`src/rtl/pic_pkg.sv`:
```
// pic_pkg: shared types, constants and rotated-priority helpers for the 8259 INTA sequencer
package pic_pkg;
  localparam int NUM_IRQ = 8;
  localparam int LVL_W = 3;
  localparam logic [LVL_W-1:0] SPURIOUS_LVL = 3'd7;
  typedef enum logic [1:0] {IDLE, ACK1, WAIT2, ACK2} state_t;
  typedef struct packed {
    logic valid;
    logic [LVL_W-1:0] lvl;
  } first_t;
  // Scans from lowest+1 upward with wrap; walking backwards lets the highest priority hit overwrite
  function automatic first_t rot_first(input logic [NUM_IRQ-1:0] vec, input logic [LVL_W-1:0] lowest);
    first_t r;
    logic [LVL_W-1:0] idx;
    r = '0;
    for (int i = NUM_IRQ - 1; i >= 0; i--) begin
      idx = lowest + LVL_W'(i + 1);
      if (vec[idx]) r = '{valid: 1'b1, lvl: idx};
    end
    return r;
  endfunction
  function automatic logic [LVL_W-1:0] rank(input logic [LVL_W-1:0] lvl, input logic [LVL_W-1:0] lowest);
    return lvl - lowest - 3'd1;
  endfunction
  function automatic logic [NUM_IRQ-1:0] onehot(input logic [LVL_W-1:0] lvl);
    return NUM_IRQ'(1) << lvl;
  endfunction
endpackage

```
`src/rtl/pic_inta_sequencer_if.sv`:
```
// pic_inta_sequencer_if: request, acknowledge, command and vector signals around the sequencer
interface pic_inta_sequencer_if;
  import pic_pkg::*;
  logic [NUM_IRQ-1:0] irr;
  logic [NUM_IRQ-1:0] imr;
  logic [4:0] vec_base;
  logic aeoi;
  logic rotate_aeoi;
  logic inta_n;
  logic eoi_valid;
  logic eoi_specific;
  logic [LVL_W-1:0] eoi_level;
  logic eoi_rotate;
  logic int_o;
  logic [NUM_IRQ-1:0] isr;
  logic [NUM_IRQ-1:0] irr_clear;
  logic [7:0] vector_o;
  logic vector_valid;
  logic [LVL_W-1:0] lowest_prio;
  modport master (
    output irr, imr, vec_base, aeoi, rotate_aeoi, inta_n, eoi_valid, eoi_specific, eoi_level, eoi_rotate,
    input int_o, isr, irr_clear, vector_o, vector_valid, lowest_prio
  );
  modport slave (
    input irr, imr, vec_base, aeoi, rotate_aeoi, inta_n, eoi_valid, eoi_specific, eoi_level, eoi_rotate,
    output int_o, isr, irr_clear, vector_o, vector_valid, lowest_prio
  );
endinterface

```
`src/rtl/pic_priority_resolver.sv`:
```
// pic_priority_resolver: combinational find-first over a request vector in rotated priority order
module pic_priority_resolver import pic_pkg::*; (
  input  logic [NUM_IRQ-1:0] vec,
  input  logic [LVL_W-1:0]   lowest,
  output logic               valid,
  output logic [LVL_W-1:0]   lvl
);
  first_t f;
  assign f = rot_first(vec, lowest);
  assign valid = f.valid;
  assign lvl = f.lvl;
endmodule

```
`src/rtl/pic_inta_sequencer.sv`:
```
// pic_inta_sequencer: rotating-priority arbitration, INT generation and two-pulse INTA handshake
module pic_inta_sequencer import pic_pkg::*; #(
  parameter logic [LVL_W-1:0] RESET_LOWEST = 3'd7
) (
  input logic clk,
  input logic rst_n,
  pic_inta_sequencer_if.slave bus
);
  state_t state, state_d;
  logic inta_q, spur, spur_d, int_r, int_d, vec_v, vec_v_d;
  logic [LVL_W-1:0] lvl, lvl_d, lowest, lowest_d, req_lvl, isr_lvl, eoi_tgt;
  logic [NUM_IRQ-1:0] isr, isr_d, irr_clr, irr_clr_d, cand;
  logic [7:0] vec, vec_d;
  logic req_v, isr_v, fall, rise, pend, ack, take, aeoi_done, eoi_hit;
  assign cand = bus.irr & ~bus.imr;
  pic_priority_resolver u_req (.vec(cand), .lowest(lowest), .valid(req_v), .lvl(req_lvl));
  pic_priority_resolver u_isr (.vec(isr), .lowest(lowest), .valid(isr_v), .lvl(isr_lvl));
  assign fall = inta_q & ~bus.inta_n;
  assign rise = ~inta_q & bus.inta_n;
  assign pend = req_v && (!isr_v || rank(req_lvl, lowest) < rank(isr_lvl, lowest));
  assign ack = (state == IDLE) && fall;
  // Only an acknowledge that follows an asserted INT with a still-winning request is genuine
  assign take = ack && int_r && pend;
  assign aeoi_done = (state == ACK2) && rise && bus.aeoi && !spur;
  assign eoi_hit = bus.eoi_valid && (bus.eoi_specific || isr_v);
  assign eoi_tgt = bus.eoi_specific ? bus.eoi_level : isr_lvl;
  always_ff @(posedge clk or negedge rst_n) begin
    if (!rst_n) begin
      state <= IDLE;
      inta_q <= 1'b1;
      lvl <= '0;
      spur <= 1'b0;
      int_r <= 1'b0;
      isr <= '0;
      irr_clr <= '0;
      vec <= '0;
      vec_v <= 1'b0;
      lowest <= RESET_LOWEST;
    end else begin
      state <= state_d;
      inta_q <= bus.inta_n;
      lvl <= lvl_d;
      spur <= spur_d;
      int_r <= int_d;
      isr <= isr_d;
      irr_clr <= irr_clr_d;
      vec <= vec_d;
      vec_v <= vec_v_d;
      lowest <= lowest_d;
    end
  end
  always_comb begin
    state_d = ack ? ACK1 :
              (state == ACK1 && rise) ? WAIT2 :
              (state == WAIT2 && fall) ? ACK2 :
              (state == ACK2 && rise) ? IDLE : state;
  end
  // Set from the acknowledge is OR-ed in last so it beats a same-cycle EOI clear
  always_comb begin
    lvl_d = ack ? (take ? req_lvl : SPURIOUS_LVL) : lvl;
    spur_d = ack ? !take : spur;
    int_d = (state == IDLE) && !fall && pend;
    irr_clr_d = take ? onehot(req_lvl) : '0;
    isr_d = (isr & ~(eoi_hit ? onehot(eoi_tgt) : '0) & ~(aeoi_done ? onehot(lvl) : '0)) | irr_clr_d;
    vec_d = (state == WAIT2 && fall) ? {bus.vec_base, lvl} : vec;
    vec_v_d = (state == WAIT2 && fall) ? 1'b1 : (state == ACK2 && rise) ? 1'b0 : vec_v;
    lowest_d = (aeoi_done && bus.rotate_aeoi) ? lvl : (eoi_hit && bus.eoi_rotate) ? eoi_tgt : lowest;
  end
  assign bus.int_o = int_r;
  assign bus.isr = isr;
  assign bus.irr_clear = irr_clr;
  assign bus.vector_o = vec;
  assign bus.vector_valid = vec_v;
  assign bus.lowest_prio = lowest;
endmodule

```
`src/flat_wrapper.sv`:
```
// flat-port wrapper written by rule: the top's interface ports become plain ports
module pic_inta_sequencer_flat import pic_pkg::*;
#(
  parameter logic [LVL_W-1:0] RESET_LOWEST = 3'd7
)
  (clk, rst_n, bus_irr, bus_imr, bus_vec_base, bus_aeoi, bus_rotate_aeoi, bus_inta_n, bus_eoi_valid, bus_eoi_specific, bus_eoi_level, bus_eoi_rotate, bus_int_o, bus_isr, bus_irr_clear, bus_vector_o, bus_vector_valid, bus_lowest_prio);
  pic_inta_sequencer_if bus_i ();
  input logic clk;
  input logic rst_n;
  input wire logic [$bits(bus_i.irr)-1:0] bus_irr;
  input wire logic [$bits(bus_i.imr)-1:0] bus_imr;
  input wire logic [$bits(bus_i.vec_base)-1:0] bus_vec_base;
  input wire logic [$bits(bus_i.aeoi)-1:0] bus_aeoi;
  input wire logic [$bits(bus_i.rotate_aeoi)-1:0] bus_rotate_aeoi;
  input wire logic [$bits(bus_i.inta_n)-1:0] bus_inta_n;
  input wire logic [$bits(bus_i.eoi_valid)-1:0] bus_eoi_valid;
  input wire logic [$bits(bus_i.eoi_specific)-1:0] bus_eoi_specific;
  input wire logic [$bits(bus_i.eoi_level)-1:0] bus_eoi_level;
  input wire logic [$bits(bus_i.eoi_rotate)-1:0] bus_eoi_rotate;
  output wire logic [$bits(bus_i.int_o)-1:0] bus_int_o;
  output wire logic [$bits(bus_i.isr)-1:0] bus_isr;
  output wire logic [$bits(bus_i.irr_clear)-1:0] bus_irr_clear;
  output wire logic [$bits(bus_i.vector_o)-1:0] bus_vector_o;
  output wire logic [$bits(bus_i.vector_valid)-1:0] bus_vector_valid;
  output wire logic [$bits(bus_i.lowest_prio)-1:0] bus_lowest_prio;
  assign bus_i.irr = bus_irr;
  assign bus_i.imr = bus_imr;
  assign bus_i.vec_base = bus_vec_base;
  assign bus_i.aeoi = bus_aeoi;
  assign bus_i.rotate_aeoi = bus_rotate_aeoi;
  assign bus_i.inta_n = bus_inta_n;
  assign bus_i.eoi_valid = bus_eoi_valid;
  assign bus_i.eoi_specific = bus_eoi_specific;
  assign bus_i.eoi_level = bus_eoi_level;
  assign bus_i.eoi_rotate = bus_eoi_rotate;
  assign bus_int_o = bus_i.int_o;
  assign bus_isr = bus_i.isr;
  assign bus_irr_clear = bus_i.irr_clear;
  assign bus_vector_o = bus_i.vector_o;
  assign bus_vector_valid = bus_i.vector_valid;
  assign bus_lowest_prio = bus_i.lowest_prio;
  pic_inta_sequencer #(.RESET_LOWEST(RESET_LOWEST)) u_core (.clk(clk), .rst_n(rst_n), .bus(bus_i));
endmodule
```
`config.mk`:
```
export PLATFORM = sky130hd
export DESIGN_NAME = pic_inta_sequencer_flat
export DESIGN_NICKNAME = d
export VERILOG_FILES = /design/src/rtl/pic_pkg.sv /design/src/rtl/pic_inta_sequencer_if.sv /design/src/rtl/pic_priority_resolver.sv /design/src/rtl/pic_inta_sequencer.sv /design/src/flat_wrapper.sv
export SDC_FILE = /design/constraint.sdc
export NUM_CORES = 1
export LEC_CHECK = 0
export CORE_UTILIZATION = 29
export DETAILED_ROUTE_END_ITERATION = 8
export GPL_TIMING_DRIVEN = 0
export RECOVER_POWER = 25
export SYNTH_ARGS = -nofsm -noshare
export SYNTH_HDL_FRONTEND = slang
export SYNTH_SLANG_ARGS = --single-unit
```
`constraint.sdc`:
```
create_clock -name clk -period 8.3 [get_ports clk]
set_clock_uncertainty 0.05 [all_clocks]
set_input_delay 0.83 -clock clk [delete_from_list [all_inputs] [get_ports clk]]
set_output_delay 0.83 -clock clk [all_outputs]
set_load 0.005 [all_outputs]
```
==> impl_metrics.py <==
metrics = {
    "status": {
        "status": "finished with violations",
        "violations": "capacitance limit, slew limit",
    },
    "layout": {
        "fill_cells": 1322,
        "fin_nets": 494,
        "diodes": 0,
        "stdcell_area_mm2": 0.00485,
        "area_growth_pct": 24.8,
        "fin_cells": 627,
        "final_util_pct": 37.8,
        "drive_gt1_share_pct": 18.9,
    },
    "clock_tree": {
        "ctsResizeCount": 0,
        "clk_pin_slew_ns": 0.05,
        "clk_latency_ns": 0.28,
        "cts_tree": "built",
        "cts_inserted_buffers": 5,
        "ctsHoldBuffers": 0,
        "post-cts-setup-buffer-count": 0,
        "cts_root_buf": "clkbuf_16",
        "cts.sinks": 36,
        "htree_num_levels": 2,
        "clock_path_buffers": 2,
    },
    "worst_setup_path": {
        "cp_cell_sequence": "buf_6 > inv_1 > clkbuf_1 > ha_1 > clkbuf_8 > xnor2_2 > mux4_2 > mux2i_1 > a31oi_1 > a31oi_2 > inv_1 > ha_1 > fa_1 > xor2_1 > xnor2_1 > ha_1 > a21oi_1 > a41oi_1 > a311oi_4 > nand3_4 > nor3_4 > a31o_1",
        "r2r-start": "u_core.bus.lowest_prio[1]",
        "worstSetupStartpointType": "flop",
        "path_max_fanout": 12,
        "cpMostUsedCell": "ha_1",
        "rrSetupSlack_ns": 1.82,
        "cp.arrival_ns": 6.64,
        "cpMaxStageDelayCell": "dfstp_2",
        "r2r_cells": 22,
        "cp.required_ns": 8.47,
        "crit_path_end_kind": "flop",
        "r2r-end": "u_core.bus.isr[1]",
        "critPathMaxStageDelay_ns": 0.60,
        "crit_type": "reg2reg",
    },
    "global_route": {
        "grt_usage_pct": 17.2,
        "grt_pass1_wl_um": 19100,
        "grt_max_degree": 37,
        "antenna_found_initial": 0,
        "grt_pass1_vias": 3551,
        "overflow": 0,
    },
    "synthesis": {
        "syn_nets": 427,
        "async_flop_share_pct": 100,
        "synth_largest_area_cell": "dfrtp_1",
        "ys_types": 88,
        "synth_area_mm2": 0.00389,
        "ys.flop_type": "dfrtp_1",
        "avgSynthCellArea_um2": 10.0,
        "synth-edff-count": 0,
        "synth_area_leaders": "dfrtp_1 (21%), mux4_2 (8.7%), mux4_1 (6.1%)",
        "seq_area_frac_synth_pct": 23.3,
        "synth_top_area_share_pct": 20.6,
        "syn_inst": 387,
        "synth-seq-cells": 36,
        "yosysWarnings": 0,
    },
    "place": {
        "place_hpwl_um": 9030,
        "placed_cell_area_mm2": 0.00470,
        "dp_cells": 619,
        "preCtsSetupSlack_ns": 1.92,
        "gp_congestion": 0.869,
        "io_buffers": 60,
    },
    "timing": {
        "slew-limit-headroom_pct": -30.4,
        "final.setup.tns_ns": 0,
        "setup_slack_ns": 1.82,
        "finalMaxSlewViolations": 37,
        "tightest_slew_ns": 1.96,
        "whs_ns": 0.461,
        "grt_setup_unrepaired": "no",
        "timing.fmax_mhz": 154,
        "fin_crit_ns": 6.48,
        "hold_violations": 0,
        "finalCritPeriodShare_pct": 78.1,
        "finalSetupViolCount": 0,
    },
    "drt": {
        "wire_per_inst_um": 18.8,
        "drc": 0,
        "drtIter0Drc": 407,
        "vias_per_cell": 5.82,
        "antenna_left": 0,
        "finalWirelength_um": 11800,
        "first_pass_iters": 7,
        "routed-via-count": 3652,
    },
    "floorplanning": {
        "dieArea_mm2": 0.0139,
        "die_y_um": 118,
        "fp-row-count": 41,
        "die_w_um": 118,
        "ios": 61,
        "core_area_mm2": 0.0128,
        "start_util_pct": 30.3,
    },
    "hold_path": {
        "hp-class": "reg2reg",
        "min_to": "u_core.bus.vector_o[1]",
        "min_from": "u_core.bus.vector_o[1]",
        "whs_path_depth": 1,
    },
    "power_and_ir_drop": {
        "p_switching_mw": 1.17,
        "vdd_drop_max_mv": 0.184,
        "pwr-share-clk_pct": 8.2,
        "p_leak_nw": 1.81,
        "p_total_mw": 2.33,
        "seq_power_share_pct": 13.0,
        "internal_power_mw": 1.15,
        "switching_share_pct": 50.4,
        "power_density_mw_per_mm2": 480,
        "power_frac_comb_pct": 78.9,
    },
    "job": {
        "max_cap_violations": 1,
    },
}
==> cell type report <==
class / count / area [um^2] / area share [%]
Buffer: 16 / 151 / 3.12
Timing Repair Buffer: 60 / 594 / 12.3
Clock inverter: 2 / 13.8 / 0.284
Clock buffer: 6 / 139 / 2.86
Tap cell: 172 / 215 / 4.44
Sequential cell: 36 / 906 / 18.7
Multi-Input combinational cell: 323 / 2790 / 57.4
Inverter: 12 / 45.0 / 0.929
==> critical path: cells and delay by family, from the launching register on <==
family | cells | cell delay [ns]
AO/OA/AOI/OAI | 6 | 1.59
XOR/XNOR | 3 | 0.79
adder cells (fa/ha/maj) | 4 | 1.22
buffers and inverters | 5 | 1.03
flip-flops | 1 | 0.60
multiplexers | 2 | 0.74
AND/OR/NAND/NOR | 2 | 0.40
==> metal layers <==
metal	share of wire, %	vias up	wire, um	GRT usage, %
met5	0	-	0	0
met4	1.8	0	212	5.29
met3	8.1	24	958	3.34
met2	48	199	5630	27.9
met1	42	1785	5000	23.0
li1	-	1644	-	-
==> cell usage after synthesis, types with 7 or more instances <==
cell	count
nor2_1	29
nand2_1	38
o21ai_0	23
mux2_2	16
mux4_2	15
inv_1	9
a21oi_1	10
nor2b_1	10
mux2i_1	17
o211ai_1	7
dfrtp_1	32
mux4_1	9
nand3_1	9
nand2b_1	9
==> registers in the layout, indices dropped and copies added, names as in the netlist <==
register	cells
u_core.bus.isr	8
u_core.bus.vector_o	8
u_core.bus.int_o	1
u_core.inta_q	1
u_core.spur	1
u_core.bus.vector_valid	1
u_core.bus.lowest_prio	3
u_core.state	2
u_core.bus.irr_clear	8
u_core.lvl	3
==> placed cells by master (no fill, tap or decap), types with 6 or more instances in the layout <==
master | synthesis | layout
ha_1 | 6 | 6
nand3_1 | 9 | 9
o211ai_1 | 7 | 7
mux2i_1 | 17 | 17
o22ai_1 | 6 | 6
dfrtp_1 | 32 | 32
o21ai_0 | 23 | 23
mux4_1 | 9 | 9
nor3_1 | 6 | 6
nor2_1 | 29 | 29
nand2b_1 | 9 | 9
nand2_1 | 38 | 38
nor2b_1 | 10 | 10
a21oi_1 | 10 | 10
mux4_2 | 15 | 15
nand3b_1 | 6 | 6
mux2_2 | 16 | 16
clkdlybuf4s50_1 | 0 | 58
inv_1 | 9 | 9
xnor2_1 | 6 | 6
==> power groups by stage <==
| stage | Clock, mW | Combinational, mW | Sequential (mW) |
|---|---|---|---|
| after floorplan | 0 | 1.33 | 0.285 |
| after global placement | 0 | 1.79 | 0.300 |
| after detailed placement | 0 | 1.81 | 0.302 |
| after CTS | 0.197 | 1.82 | 0.301 |
| after global routing | 0.201 | 2.00 | 0.311 |
| final | 0.190 | 1.84 | 0.302 |
==> cells by family (layout without fill, tap and decap cells) <==
group	after synthesis	after routing	synth area share, %
compound gates	98	98	19.3
xor+xnor	10	10	2.93
fa+ha+maj	8	8	2.96
buf+inv	28	96	5.05
flops	36	36	23.3
mux	61	61	25.3
simple gates	146	146	21.1
==> worst max path at each step <==
| stage | cells after the start | endpoint | from |
|---|---|---|---|
| after floorplan | 22 | u_core.bus.isr[1] | u_core.bus.lowest_prio[1] |
| after global placement | 22 | u_core.bus.isr[1] | u_core.bus.lowest_prio[1] |
| after detailed placement | 22 | u_core.bus.isr[1] | u_core.bus.lowest_prio[1] |
| after CTS | 22 | u_core.bus.isr[1] | u_core.bus.lowest_prio[1] |
| after global routing | 22 | u_core.bus.isr[1] | u_core.bus.lowest_prio[1] |
| final | 22 | u_core.bus.isr[1] | u_core.bus.lowest_prio[1] |
Note: power is estimated with default switching activity, not from simulation.
